$ cat config.mk
export PLATFORM = sky130hd
export DESIGN_NAME = lfsr_aug_param_gen
export DESIGN_NICKNAME = d
export VERILOG_FILES = /design/src/rtl/aug_pkg.sv /design/src/rtl/lfsr_xnor_core.sv /design/src/rtl/lfsr_aug_param_gen.sv
export SDC_FILE = /design/constraint.sdc
export NUM_CORES = 1
export LEC_CHECK = 0
export ABC_AREA = 0
export BUFFER_PORTS_ARGS = -buffer_cell sky130_fd_sc_hd__buf_4
export CORE_ASPECT_RATIO = 0.75
export CORE_MARGIN = 1.5
export CORE_UTILIZATION = 60
export DETAILED_ROUTE_END_ITERATION = 16
export PLACE_DENSITY_LB_ADDON = 0.3
export SYNTH_ARGS = -nofsm -noshare
export SYNTH_HDL_FRONTEND = slang
export SYNTH_SLANG_ARGS = --single-unit
$ cat constraint.sdc
create_clock -name clk -period 6.3 [get_ports clk]
set_clock_uncertainty 0.1 [all_clocks]
set_input_delay 0.945 -clock clk [delete_from_list [all_inputs] [get_ports clk]]
set_output_delay 0.945 -clock clk [all_outputs]
set_load 0.03 [all_outputs]
$ cat src/rtl/aug_pkg.sv
// Shared types and default constants for the augmentation parameter generator.
// Optional seed-load feature of the generator is enabled by defining LFSR_SEED_LOAD_EN.
package aug_pkg;

  typedef enum logic [1:0] {
    IDLE = 2'd0,
    DRAW = 2'd1,
    DONE = 2'd2
  } aug_state_e;

  localparam logic [15:0] DEFAULT_TAP_MASK_16 = 16'hB400;
  localparam logic [15:0] DEFAULT_SEED_16     = 16'h0121;

  // Counter width helper: never returns zero so single-entry counters stay legal.
  function automatic int clog2_min1(input int n);
    int w;
    w = $clog2(n);
    return (w < 1) ? 1 : w;
  endfunction

endpackage

$ cat src/rtl/lfsr_xnor_core.sv
// XNOR Fibonacci LFSR register with step/load controls and an all-ones lockup guard.
// next_state is the guarded result of one shift, so callers can use it as the draw candidate.
module lfsr_xnor_core
  import aug_pkg::*;
#(
  parameter int           W        = 16,
  parameter logic [W-1:0] TAP_MASK = W'(DEFAULT_TAP_MASK_16),
  parameter logic [W-1:0] SEED     = W'(DEFAULT_SEED_16)
) (
  input  logic         clk,
  input  logic         reset,
  input  logic         step,
  input  logic         load,
  input  logic [W-1:0] load_value,
  output logic [W-1:0] cur_state,
  output logic [W-1:0] next_state
);

  logic [W-1:0] state_q;
  logic [W-1:0] state_d;
  logic [W-1:0] shifted;
  logic [W-1:0] load_guarded;
  logic         fb;

  // All-ones is the XNOR lockup state; any attempt to enter it falls back to SEED.
  always_comb begin
    fb           = ~(^(state_q & TAP_MASK));
    shifted      = {fb, state_q[W-1:1]};
    next_state   = (&shifted) ? SEED : shifted;
    load_guarded = (&load_value) ? SEED : load_value;
  end

  always_comb begin
    state_d = state_q;
    if (load) begin
      state_d = load_guarded;
    end else if (step) begin
      state_d = next_state;
    end
  end

  always_ff @(posedge clk or negedge reset) begin
    if (!reset) begin
      state_q <= SEED;
    end else begin
      state_q <= state_d;
    end
  end

  assign cur_state = state_q;

endmodule

$ cat src/rtl/lfsr_aug_param_gen.sv
// Draws NUM_CH bounded random values per request by rejection sampling an XNOR LFSR.
// Define LFSR_SEED_LOAD_EN to add seed_load/seed_value for reseeding while idle.
module lfsr_aug_param_gen
  import aug_pkg::*;
#(
  parameter int                LFSR_W    = 16,
  parameter logic [LFSR_W-1:0] TAP_MASK  = LFSR_W'(DEFAULT_TAP_MASK_16),
  parameter logic [LFSR_W-1:0] SEED      = LFSR_W'(DEFAULT_SEED_16),
  parameter int                NUM_CH    = 3,
  parameter int                OUT_W     = 4,
  parameter int                MAX_TRIES = 8
) (
  input  logic                    clk,
  input  logic                    reset,
  input  logic                    req_valid,
  output logic                    req_ready,
  input  logic [NUM_CH*OUT_W-1:0] limit,
  output logic                    out_valid,
  input  logic                    out_ready,
  output logic [NUM_CH*OUT_W-1:0] values,
  output logic [NUM_CH-1:0]       fallback
`ifdef LFSR_SEED_LOAD_EN
  ,
  input  logic                    seed_load,
  input  logic [LFSR_W-1:0]       seed_value
`endif
);

  localparam int CH_W  = clog2_min1(NUM_CH);
  localparam int TRY_W = clog2_min1(MAX_TRIES);

  localparam logic [CH_W-1:0]  LAST_CH  = CH_W'(NUM_CH - 1);
  localparam logic [TRY_W-1:0] LAST_TRY = TRY_W'(MAX_TRIES - 1);

  aug_state_e                state_q, state_d;
  logic [NUM_CH*OUT_W-1:0]   limit_q, limit_d;
  logic [NUM_CH*OUT_W-1:0]   values_q, values_d;
  logic [NUM_CH-1:0]         fallback_q, fallback_d;
  logic [CH_W-1:0]           ch_q, ch_d;
  logic [TRY_W-1:0]          tries_q, tries_d;

  logic                      lfsr_step;
  logic                      lfsr_load;
  logic [LFSR_W-1:0]         lfsr_load_value;
  logic [LFSR_W-1:0]         lfsr_cur;
  logic [LFSR_W-1:0]         lfsr_next;
  logic                      seed_load_req;

  logic [OUT_W-1:0]          lim_arr [NUM_CH];
  logic [OUT_W-1:0]          cand;
  logic [OUT_W-1:0]          cur_limit;
  logic                      ch_done;

  // Latched limits unpacked per channel so the compare can index by ch_q.
  for (genvar gi = 0; gi < NUM_CH; gi++) begin : g_lim
    assign lim_arr[gi] = limit_q[gi*OUT_W +: OUT_W];
  end

`ifdef LFSR_SEED_LOAD_EN
  assign seed_load_req   = seed_load && (state_q == IDLE);
  assign lfsr_load_value = seed_value;
`else
  assign seed_load_req   = 1'b0;
  assign lfsr_load_value = '0;
`endif

  lfsr_xnor_core #(
    .W        (LFSR_W),
    .TAP_MASK (TAP_MASK),
    .SEED     (SEED)
  ) u_lfsr (
    .clk        (clk),
    .reset      (reset),
    .step       (lfsr_step),
    .load       (lfsr_load),
    .load_value (lfsr_load_value),
    .cur_state  (lfsr_cur),
    .next_state (lfsr_next)
  );

  // The current state is only observed through next_state; keep lint quiet about it.
  logic unused_lfsr_bits;
  assign unused_lfsr_bits = ^{lfsr_cur, lfsr_next};

  assign cand      = lfsr_next[OUT_W-1:0];
  assign cur_limit = lim_arr[ch_q];
  assign req_ready = (state_q == IDLE) && !seed_load_req;
  assign out_valid = (state_q == DONE);
  assign values    = values_q;
  assign fallback  = fallback_q;

  always_comb begin
    state_d    = state_q;
    limit_d    = limit_q;
    values_d   = values_q;
    fallback_d = fallback_q;
    ch_d       = ch_q;
    tries_d    = tries_q;
    lfsr_step  = 1'b0;
    lfsr_load  = 1'b0;
    ch_done    = 1'b0;

    case (state_q)
      IDLE: begin
        lfsr_load = seed_load_req;
        if (req_valid && req_ready) begin
          limit_d    = limit;
          ch_d       = '0;
          tries_d    = '0;
          fallback_d = '0;
          state_d    = DRAW;
        end
      end

      DRAW: begin
        lfsr_step = 1'b1;
        if (cand <= cur_limit) begin
          values_d[ch_q*OUT_W +: OUT_W] = cand;
          ch_done = 1'b1;
        end else if (tries_q == LAST_TRY) begin
          values_d[ch_q*OUT_W +: OUT_W] = '0;
          fallback_d[ch_q]              = 1'b1;
          ch_done = 1'b1;
        end else begin
          tries_d = tries_q + TRY_W'(1);
        end

        if (ch_done) begin
          tries_d = '0;
          if (ch_q == LAST_CH) begin
            ch_d    = '0;
            state_d = DONE;
          end else begin
            ch_d = ch_q + CH_W'(1);
          end
        end
      end

      DONE: begin
        if (out_ready) begin
          state_d = IDLE;
        end
      end

      default: begin
        state_d = IDLE;
      end
    endcase
  end

  always_ff @(posedge clk or negedge reset) begin
    if (!reset) begin
      state_q    <= IDLE;
      limit_q    <= '0;
      values_q   <= '0;
      fallback_q <= '0;
      ch_q       <= '0;
      tries_q    <= '0;
    end else begin
      state_q    <= state_d;
      limit_q    <= limit_d;
      values_q   <= values_d;
      fallback_q <= fallback_d;
      ch_q       <= ch_d;
      tries_q    <= tries_d;
    end
  end

endmodule

=== Yosys cells after proc, flatten, opt, wreduce, memory -nomap -nowiden ===
Cells that the tools add are included.

* Word-level logic and storage cells: 76
* Input bits: 16
* Register bits after elaboration: 50
* Output and inout bits: 17

* Order comparisons: 4
* Reduce and logical (&&, ||, !) cells: 13
* Equal/unequal tests: 12
* Bitwise logic cells: 3
* $add $sub $neg: 3
* Muxes and demuxes: 31
* Shifts and indexed selects: 3

{| class="wikitable"
|+ Operators by type and width
! kind !! number
|-
| negation 4 -> 34 bit || 1
|-
| variable shift 4 x 34 -> 12 bit, first input constant || 1
|-
| variable part select 4 x 34 -> 12 bit || 1
|-
| variable part select 4 x 34 -> 12 bit, first input constant || 1
|-
| bitwise mux 12 bit || 2
|-
| two-way mux 12 bit || 2
|-
| two-way mux 3 bit || 6
|-
| two-way mux 16 bit || 1
|-
| AND reduction 16 bit || 1
|-
| parity 16 bit || 1
|-
| two-way mux 2 bit || 7
|-
| case mux 3 bit (2 select lines) || 2
|-
| AND reduction 4 bit || 3
|-
| binary-select mux 4 bit (select 2 bit) || 1
|-
| two-way mux 4 bit || 2
|-
| != test 2 bit, second input constant || 4
|-
| != test 3 bit, second input constant || 2
|-
| case mux 2 bit (3 select lines) || 1
|-
| two-way mux 1 bit || 5
|-
| equality test 2 bit, second input constant || 2
|-
| <= comparator 4 bit || 1
|-
| != test 2 x 1 -> 1 bit, second input constant || 2
|-
| case mux 2 bit (2 select lines) || 1
|-
| AND reduction 2 bit || 2
|-
| 15 further kinds || 17
|}

=== Longest topological paths before layout ===
Gate-level depths: netlist of run 1.

* Depth after elaboration: 9
* Gate-level depth with buffers: 12

=== By module ===
From an unflattened synthesis of run 1, not the netlist that was laid out.

* Cells, all modules: 292
* Area total of the unflattened synthesis: 2972.9 sq um

{| class="wikitable"
|+ By module, submodules not included
! module !! area an instance (sq um) !! instances !! cells an instance !! seq. area each (sq um)
|-
| lfsr_aug_param_gen || 1930.6 || 1 || 178 || 850.8
|-
| lfsr_xnor_core || 1042.2 || 1 || 114 || 404.1
|}

=== Least setup slack after synthesis of run 1 ===
Ideal clock, no wire load.

* Path type: register to register
* Start point: register u_lfsr.state_q[12] (netlist: u_lfsr.cur_state[12])
* End point: register values_q[0] (netlist: values[0])
* Data required time: 6.079 ns
* Setup slack: 3.409 ns
* Arrival time: 2.670 ns
* Stages on the path, launching flop included: 13
* Path buffers: 1
* Cell sequence: dfrtp_1 > ha_1 > xor2_1 > xnor2_1 > nand2_2 > and2_1 > buf_6 > ha_1 > nor2b_1 > o211ai_1 > a211o_1 > nand3_1 > a22o_1

* Word-level cells in the longest chain between the ends: 7
* Elaborated cells between the ends (all ways): 10

{| class="wikitable"
|+ RTL lines
! item !! RTL line !! RTL
|-
| start: declaration || lfsr_xnor_core.sv:19 || <nowiki>logic [W-1:0] state_q;</nowiki>
|-
| start signal: assignment || lfsr_xnor_core.sv:46 || <nowiki>state_q <= state_d;</nowiki>
|-
| parity 16 bit || lfsr_xnor_core.sv:27 || <nowiki>fb = ~(^(state_q & TAP_MASK));</nowiki>
|-
| NOT 1 bit || lfsr_xnor_core.sv:27 ||
|-
| AND reduction 16 bit * || lfsr_xnor_core.sv:29 || <nowiki>next_state = (&shifted) ? SEED : shifted;</nowiki>
|-
| two-way mux 16 bit * || lfsr_xnor_core.sv:29 ||
|-
| <= comparator 4 bit or variable part select 4 x 34 -> 12 bit (tied branches) || lfsr_aug_param_gen.sv:117, lfsr_aug_param_gen.sv:118 ||
|-
| nonzero test 2 bit (no line) or bitwise mux 12 bit (tied branches) || -- ||
|-
| AND reduction 2 bit (no line) or two-way mux 12 bit (tied branches) || -- ||
|-
| end signal: assignment || lfsr_aug_param_gen.sv:162 || <nowiki>values_q <= values_d;</nowiki>
|-
| end: declaration || lfsr_aug_param_gen.sv:37 || <nowiki>logic [NUM_CH*OUT_W-1:0] values_q, values_d;</nowiki>
|}

Every way passes the cells marked *; elsewhere a longest branch is shown, timed or not.
A chain may end at the register's enable or synchronous reset.

=== Worst setup path after layout of run 1 ===
* Start point: register u_lfsr.state_q[12] (netlist: u_lfsr.cur_state[12])
* End point: register values_q[11] (netlist: values[11])

The elaborated chain is that of the path after synthesis.

==> results of run 1 <==
worst max-delay path by stage:
stage,to,startpoint,cells past startpoint
6_report,values[11]$_DFFE_PN0P_,u_lfsr.cur_state[12]$_DFFE_PN0P_,11
5_1_grt,values[8]$_DFFE_PN0P_,u_lfsr.cur_state[12]$_DFFE_PN0P_,11
4_1_cts,values[8]$_DFFE_PN0P_,u_lfsr.cur_state[12]$_DFFE_PN0P_,11
3_5_place_dp,values[8]$_DFFE_PN0P_,u_lfsr.cur_state[12]$_DFFE_PN0P_,11
3_3_place_gp,values[11]$_DFFE_PN0P_,u_lfsr.cur_state[12]$_DFFE_PN0P_,11
2_1_floorplan,values[0]$_DFFE_PN0P_,u_lfsr.cur_state[12]$_DFFE_PN0P_,12
where the power goes:
part           internal (mW)  switching, mW
clock                 0.0992         0.0951
sequential             0.425         0.0934
combinational          0.233          0.374
total                  0.757          0.562
layout by cell type (no fill, tap or decap), types with 2 or more instances in the layout:
master / netlist / final
nand3_1: 7 / 7
clkbuf_8: 0 / 7
ha_1: 12 / 12
buf_4: 0 / 32
nand4_1: 2 / 2
a22o_1: 21 / 21
mux2i_1: 4 / 4
o31ai_1: 3 / 3
dfstp_2: 2 / 2
dfrtp_1: 47 / 47
nor2b_1: 3 / 3
mux2_4: 3 / 3
nand2_1: 49 / 49
a31oi_1: 3 / 3
o21ai_0: 5 / 5
and2_1: 6 / 6
a21oi_1: 5 / 5
nand2b_1: 3 / 3
nor2_1: 8 / 8
nor4_2: 2 / 2
inv_1: 4 / 4
through the flow:
step	hold slack, ps	instance area (µm²)	power, mW	setup slack (ps)
detailed placement	363	2530	1.12	3110
global route	395	2640	1.42	2780
finish	379	2640	1.32	3050
CTS	382	2640	1.32	3080
floorplan	345	2290	0.968	3410
global placement	359	2530	1.10	3200
state kept, by name (all words and copies together) (netlist names):
signal,flops
limit_q,12
u_lfsr.cur_state,15
values,12
state_q,2
tries_q,3
fallback,3
ch_q,2
layout make-up:
type | count | area (µm²)
inverter | 4 | 15.0
clock buffer | 7 | 96.3
clock inverter | 1 | 5.00
sequential | 49 | 1230
tap | 52 | 65.1
timing repair buffer | 32 | 240
fill | 284 | 1030
multi-input combinational | 148 | 985
layer usage:
layer	share of wire, %	up-vias	wire length, µm	track usage, %
li1	-	795	-	-
met1	48	790	2110	33.4
met4	1.8	0	79	8.57
met5	0	-	0	0
met3	4.8	12	210	5.75
met2	45	55	1970	34.4
cell families (layout without fill, tap and decap cells):
group / after synthesis / after routing
AOI/OAI and AO/OA: 41 / 41
xor gates and xnor gates: 2 / 2
adders and majority gates: 12 / 12
buffers and inverters: 14 / 44
DFF: 49 / 49
muxes: 7 / 7
and+or+nand+nor: 86 / 86
worst max-delay path, cell delays in order, from the launching register on:
cell      delay [ps]
dfrtp_1          410
ha_1             310
xor2_1           150
xnor2_1          290
nand2_2           90
and2_1           240
ha_1             330
nor2b_1          140
o211ai_1         220
a21oi_1          220
nor4_2           490
a22o_1           210
==> impl_metrics.tcl, run 1 <==
set metrics [dict create \
    status "finished, final reports clean" \
    cp.arrival_ps 3380 \
    synth_top_cell_by_area "dfrtp_1" \
    worstHoldEndpoint "limit_q[2]$_DFFE_PN0P_" \
    io_pins 33 \
    place_congestion 0.801 \
    rows 19 \
    core_area_mm2 0.00366 \
    synth.area.mux_share_pct 3.72 \
    cts.htree.levels 2 \
    synth_most_common_cell "nand2_1" \
    grt_use_total_pct 23.3 \
    cp_max_fo 6 \
    synth-seq-area-share_pct 53.7 \
    synth_edf_count 0 \
    port_buffers 32 \
    r2r_slack_ps 3050 \
    critPathKind "reg2reg" \
    synth_area_leaders "dfrtp_1 (51%), a22o_1 (8.0%), nand2_1 (8.0%)" \
    syn-instance-count 211 \
    clk_pin_slew_ps 80 \
    cts_hold_buf 0 \
    via_count 1652 \
    yosysWarnings 0 \
    utilization_pct 72.0 \
    antenna_found_initial 0 \
    synth.distinct_cells 34 \
    syn_to_final_growth_pct 15.1 \
    finalCriticalPeriod_ps 3250 \
    initial_core_util_pct 62.5 \
    layout.nets 268 \
    synthesis.nets 239 \
    die_h_um 56.5 \
    clock-sinks 49 \
    wire_per_inst_um 14.9 \
    synthSimpleGateAreaFrac_pct 18.5 \
    worst-r2r-cell-count 11 \
    final-hold-violation-count 0 \
    stdcell_count 293 \
    overflow 0 \
    r2r-end "values[11]$_DFFE_PN0P_" \
    grt_pass1_wl_um 7340 \
    min_from "limit_q[2]$_DFFE_PN0P_" \
    vias_per_cell 5.64 \
    grt_max_degree 50 \
    cp-start-kind "flop" \
    required_ps 6430 \
    cts-root-buf "clkbuf_8" \
    fin_crit_sh_pct 51.6 \
    die_w_um 74.3 \
    cts_resized 0 \
    synth_top_family_by_area "simple AND/OR/NAND/NOR gates" \
    slew-limit-headroom_pct 37.1 \
    postSynth.asyncResetShare_pct 100 \
    yosys_most_used_dff "dfrtp_1" \
    cts_setup_buffers 0 \
    ys_ff_latch 49 \
    drc 0 \
    drt-initial-drc-count 100 \
    synth-xor-area-share_pct 0.765 \
    rsz0062_at_grt "no" \
    peakVddDrop_mv 0.238 \
    hpwl_um 3140 \
    hold_class "reg2reg" \
    report.final.slew_viol_count 0 \
    r2r_start "u_lfsr.cur_state[12]$_DFFE_PN0P_" \
    netlist_area_mm2 0.00229 \
    synth.avg_cell_area_um2 10.9 \
    cts_made_buffers 5 \
    dpl.cell_count 285 \
    tns_ps 0 \
    clockBufferDepth 2 \
    worst_slew_pin_slew_ps 941 \
    maxCapViolCount 0 \
    max_freq_mhz 307 \
    antenna_left 0 \
    end_kind "flop" \
    dr.pass1.iters 4 \
    diodes 0 \
    tritoncts "yes" \
    clk_latency_ps 290 \
    synth_adder_area_share_pct 6.56 \
    synth-compound-area-share_pct 13.5 \
    grt_pass1_vias 1603 \
    p_per_area_mw_per_mm2 501 \
    drive_gt1_share_pct 21.2 \
    dieArea_mm2 0.00420 \
    yosysTopAreaCellShare_pct 51.4 \
    setup_viol 0 \
    cellLeakagePower_nw 1.34 \
    yosys-top-cells-count "nand2_1 (49), dfrtp_1 (47), a22o_1 (21)" \
    min_path_cells 2 \
    wl_um 4370 \
]
No activity file was read; power rests on OpenSTA's default activity.
==> inputs of run 2 (changes only) <==
Settings changed: CORE_UTILIZATION 60 to 56.
Clock period 6.3 ns to 3.4 ns, I/O delays scaled along.
==> run 2 against run 1 <==
- total power rose by 89%
- count of clock-buffer cells in the layout fell by 1
- final area rose by 0.43%
- core utilization fell by 2.0 points
- cell count did not move
- routed wire length rose by 0.25%
- non-clock buffer count did not move
- highest routed layer unchanged
- clock power rose by 110%
- critical endpoint is now values[7]$_DFFE_PN0P_
==> impl_metrics.tcl, run 2 (synthesis results as in run 1) <==
set metrics [dict create \
    p_per_area_mw_per_mm2 944 \
    worst_slew_pin_slew_ps 931 \
    finalCriticalPeriod_ps 3220 \
    maxCapViolCount 0 \
    rsz0062_at_grt "yes" \
    setup_ws_ps 178 \
    max_stage_delay_ps 500 \
    place_congestion 0.793 \
    syn_to_final_growth_pct 15.6 \
    clk_latency_ps 310 \
    cts-root-buf "clkbuf_8" \
    report.final.slew_viol_count 0 \
    cp_max_fo 6 \
    overflow 0 \
    cp_common_cell "ha_1" \
    port_buffers 32 \
    status "finished, final reports clean" \
    cts_setup_buffers 0 \
    peakVddDrop_mv 0.469 \
    antenna_left 0 \
    dpl.cell_count 285 \
    path_buf_inv 0 \
    crit_family "compound AO/OA/AOI/OAI gates" \
    wl_um 4380 \
    setup_viol 0 \
    slowest_stage "a21oi_1" \
    grt_use_total_pct 22.6 \
    max_freq_mhz 310 \
    r2r-end "values[7]$_DFFE_PN0P_" \
    regArea_mm2 0.00123 \
    r2r_slack_ps 180 \
    worst-r2r-cell-count 11 \
    cp.arrival_ps 3320 \
    vias_per_cell 5.66 \
    slew-limit-headroom_pct 37.8 \
    cellLeakagePower_nw 1.34 \
    drc 0 \
    cts_made_buffers 5 \
    grt_max_degree 50 \
    stdcell_count 293 \
    final-hold-violation-count 0 \
    r2r_start "u_lfsr.cur_state[12]$_DFFE_PN0P_" \
    initial_core_util_pct 60.6 \
    cts.htree.levels 2 \
    grt_pass1_wl_um 7540 \
    die_w_um 76.8 \
    cp-start-kind "flop" \
    die_h_um 58.4 \
    utilization_pct 70.0 \
    diodes 0 \
    multi_input_area_um2 986 \
    dr.pass1.iters 4 \
    fill_cells 293 \
    critPathKind "reg2reg" \
    hpwl_um 3120 \
    end_kind "flop" \
    clk_pin_slew_ps 90 \
    io_pins 33 \
    dpl_cell_area_mm2 0.00253 \
    clockBufferDepth 2 \
    layout.nets 268 \
    via_count 1657 \
    layout_common_cells "nand2_1 (49), dfrtp_1 (47), buf_4 (32)" \
    dieArea_mm2 0.00449 \
    tritoncts "yes" \
    core_area_mm2 0.00378 \
    drt-initial-drc-count 93 \
    grt_pass1_vias 1614 \
    clock-sinks 49 \
    finalPower_mw 2.50 \
    antenna_found_initial 0 \
    layout_commonest_cell "nand2_1" \
    hold_class "in2async" \
    fin_crit_sh_pct 94.8 \
    rows 19 \
    stdcell_area_mm2 0.00265 \
    largest_register_ffs 15 \
    required_ps 3500 \
    drive_gt1_share_pct 21.2 \
    wire_per_inst_um 15.0 \
    path_cells "ha_1, xor2_1, xnor2_1, nand2_2, and2_1, ha_1, nor2b_1, o211ai_1, a21oi_1, nor3_1, a22o_1" \
    pre_cts_ws_ps 204 \
]
## run 2: changes by cell type in the layout (fill, tap and decap cells not counted)
cell | previous run | this run
clkbuf_8 | 7 | 5
clkinv_2 | 1 | 0
a211o_1 | 1 | 0
clkbuf_1 | 0 | 1
bufinv_16 | 0 | 1
clkinv_4 | 0 | 1
a211o_2 | 0 | 1
## run 2: worst max-delay path by stage
stage,startpoint,end,slack (ps),cells after the start
after global placement,u_lfsr.cur_state[12]$_DFFE_PN0P_,values[4]$_DFFE_PN0P_,320,11
after detailed placement,u_lfsr.cur_state[12]$_DFFE_PN0P_,values[7]$_DFFE_PN0P_,200,11
after global routing,u_lfsr.cur_state[12]$_DFFE_PN0P_,values[8]$_DFFE_PN0P_,-6,11
after floorplan,u_lfsr.cur_state[12]$_DFFE_PN0P_,values[0]$_DFFE_PN0P_,510,12
after CTS,u_lfsr.cur_state[12]$_DFFE_PN0P_,values[7]$_DFFE_PN0P_,200,11
final,u_lfsr.cur_state[12]$_DFFE_PN0P_,values[7]$_DFFE_PN0P_,180,11
## run 2: power breakdown
| group | internal (mW) | switching (mW) |
|---|---|---|
| Clock | 0.221 | 0.191 |
| Combinational | 0.437 | 0.695 |
| Sequential | 0.787 | 0.167 |
## run 2: worst reg2reg max path, delay by kind of cell (launching register included)
family / cells / cell delay, ps
compound gates: 3 / 860
xor+xnor: 2 / 440
fa+ha+maj: 2 / 620
flops: 1 / 400
simple gates: 4 / 700
## run 2: area by class of cell
class	instances	share of cell area, %
sequential	49	46.4
multi-input combinational	148	37.3
timing repair buffer	32	9.08
clock buffer	6	2.74
tap	52	2.46
clock inverter	2	1.47
inverter	4	0.567
## run 2: repair_timing
action	CTS	global route
endpoints found under the hold margin	0	0
hold buffers	0	0
setup endpoints to repair	0	4
resized for setup	0	1
## run 2: layer usage
metal  global-route usage [%]  wire length (µm)  share of wire (%)  vias up
met5                        0                 0                  0        -
met2                     33.1              1880                 43       43
met4                     10.3                67                1.5        0
li1                         -                 -                  -      795
met3                     4.96               204                4.7        7
met1                     32.5              2230                 51      812
## run 2: metrics by stage
step	hold slack, ps	setup TNS (ps)
after floorplan	114	0
after global placement	358	0
after detailed placement	363	0
after CTS	114	0
after global routing	140	-5.67
final	90.5	0
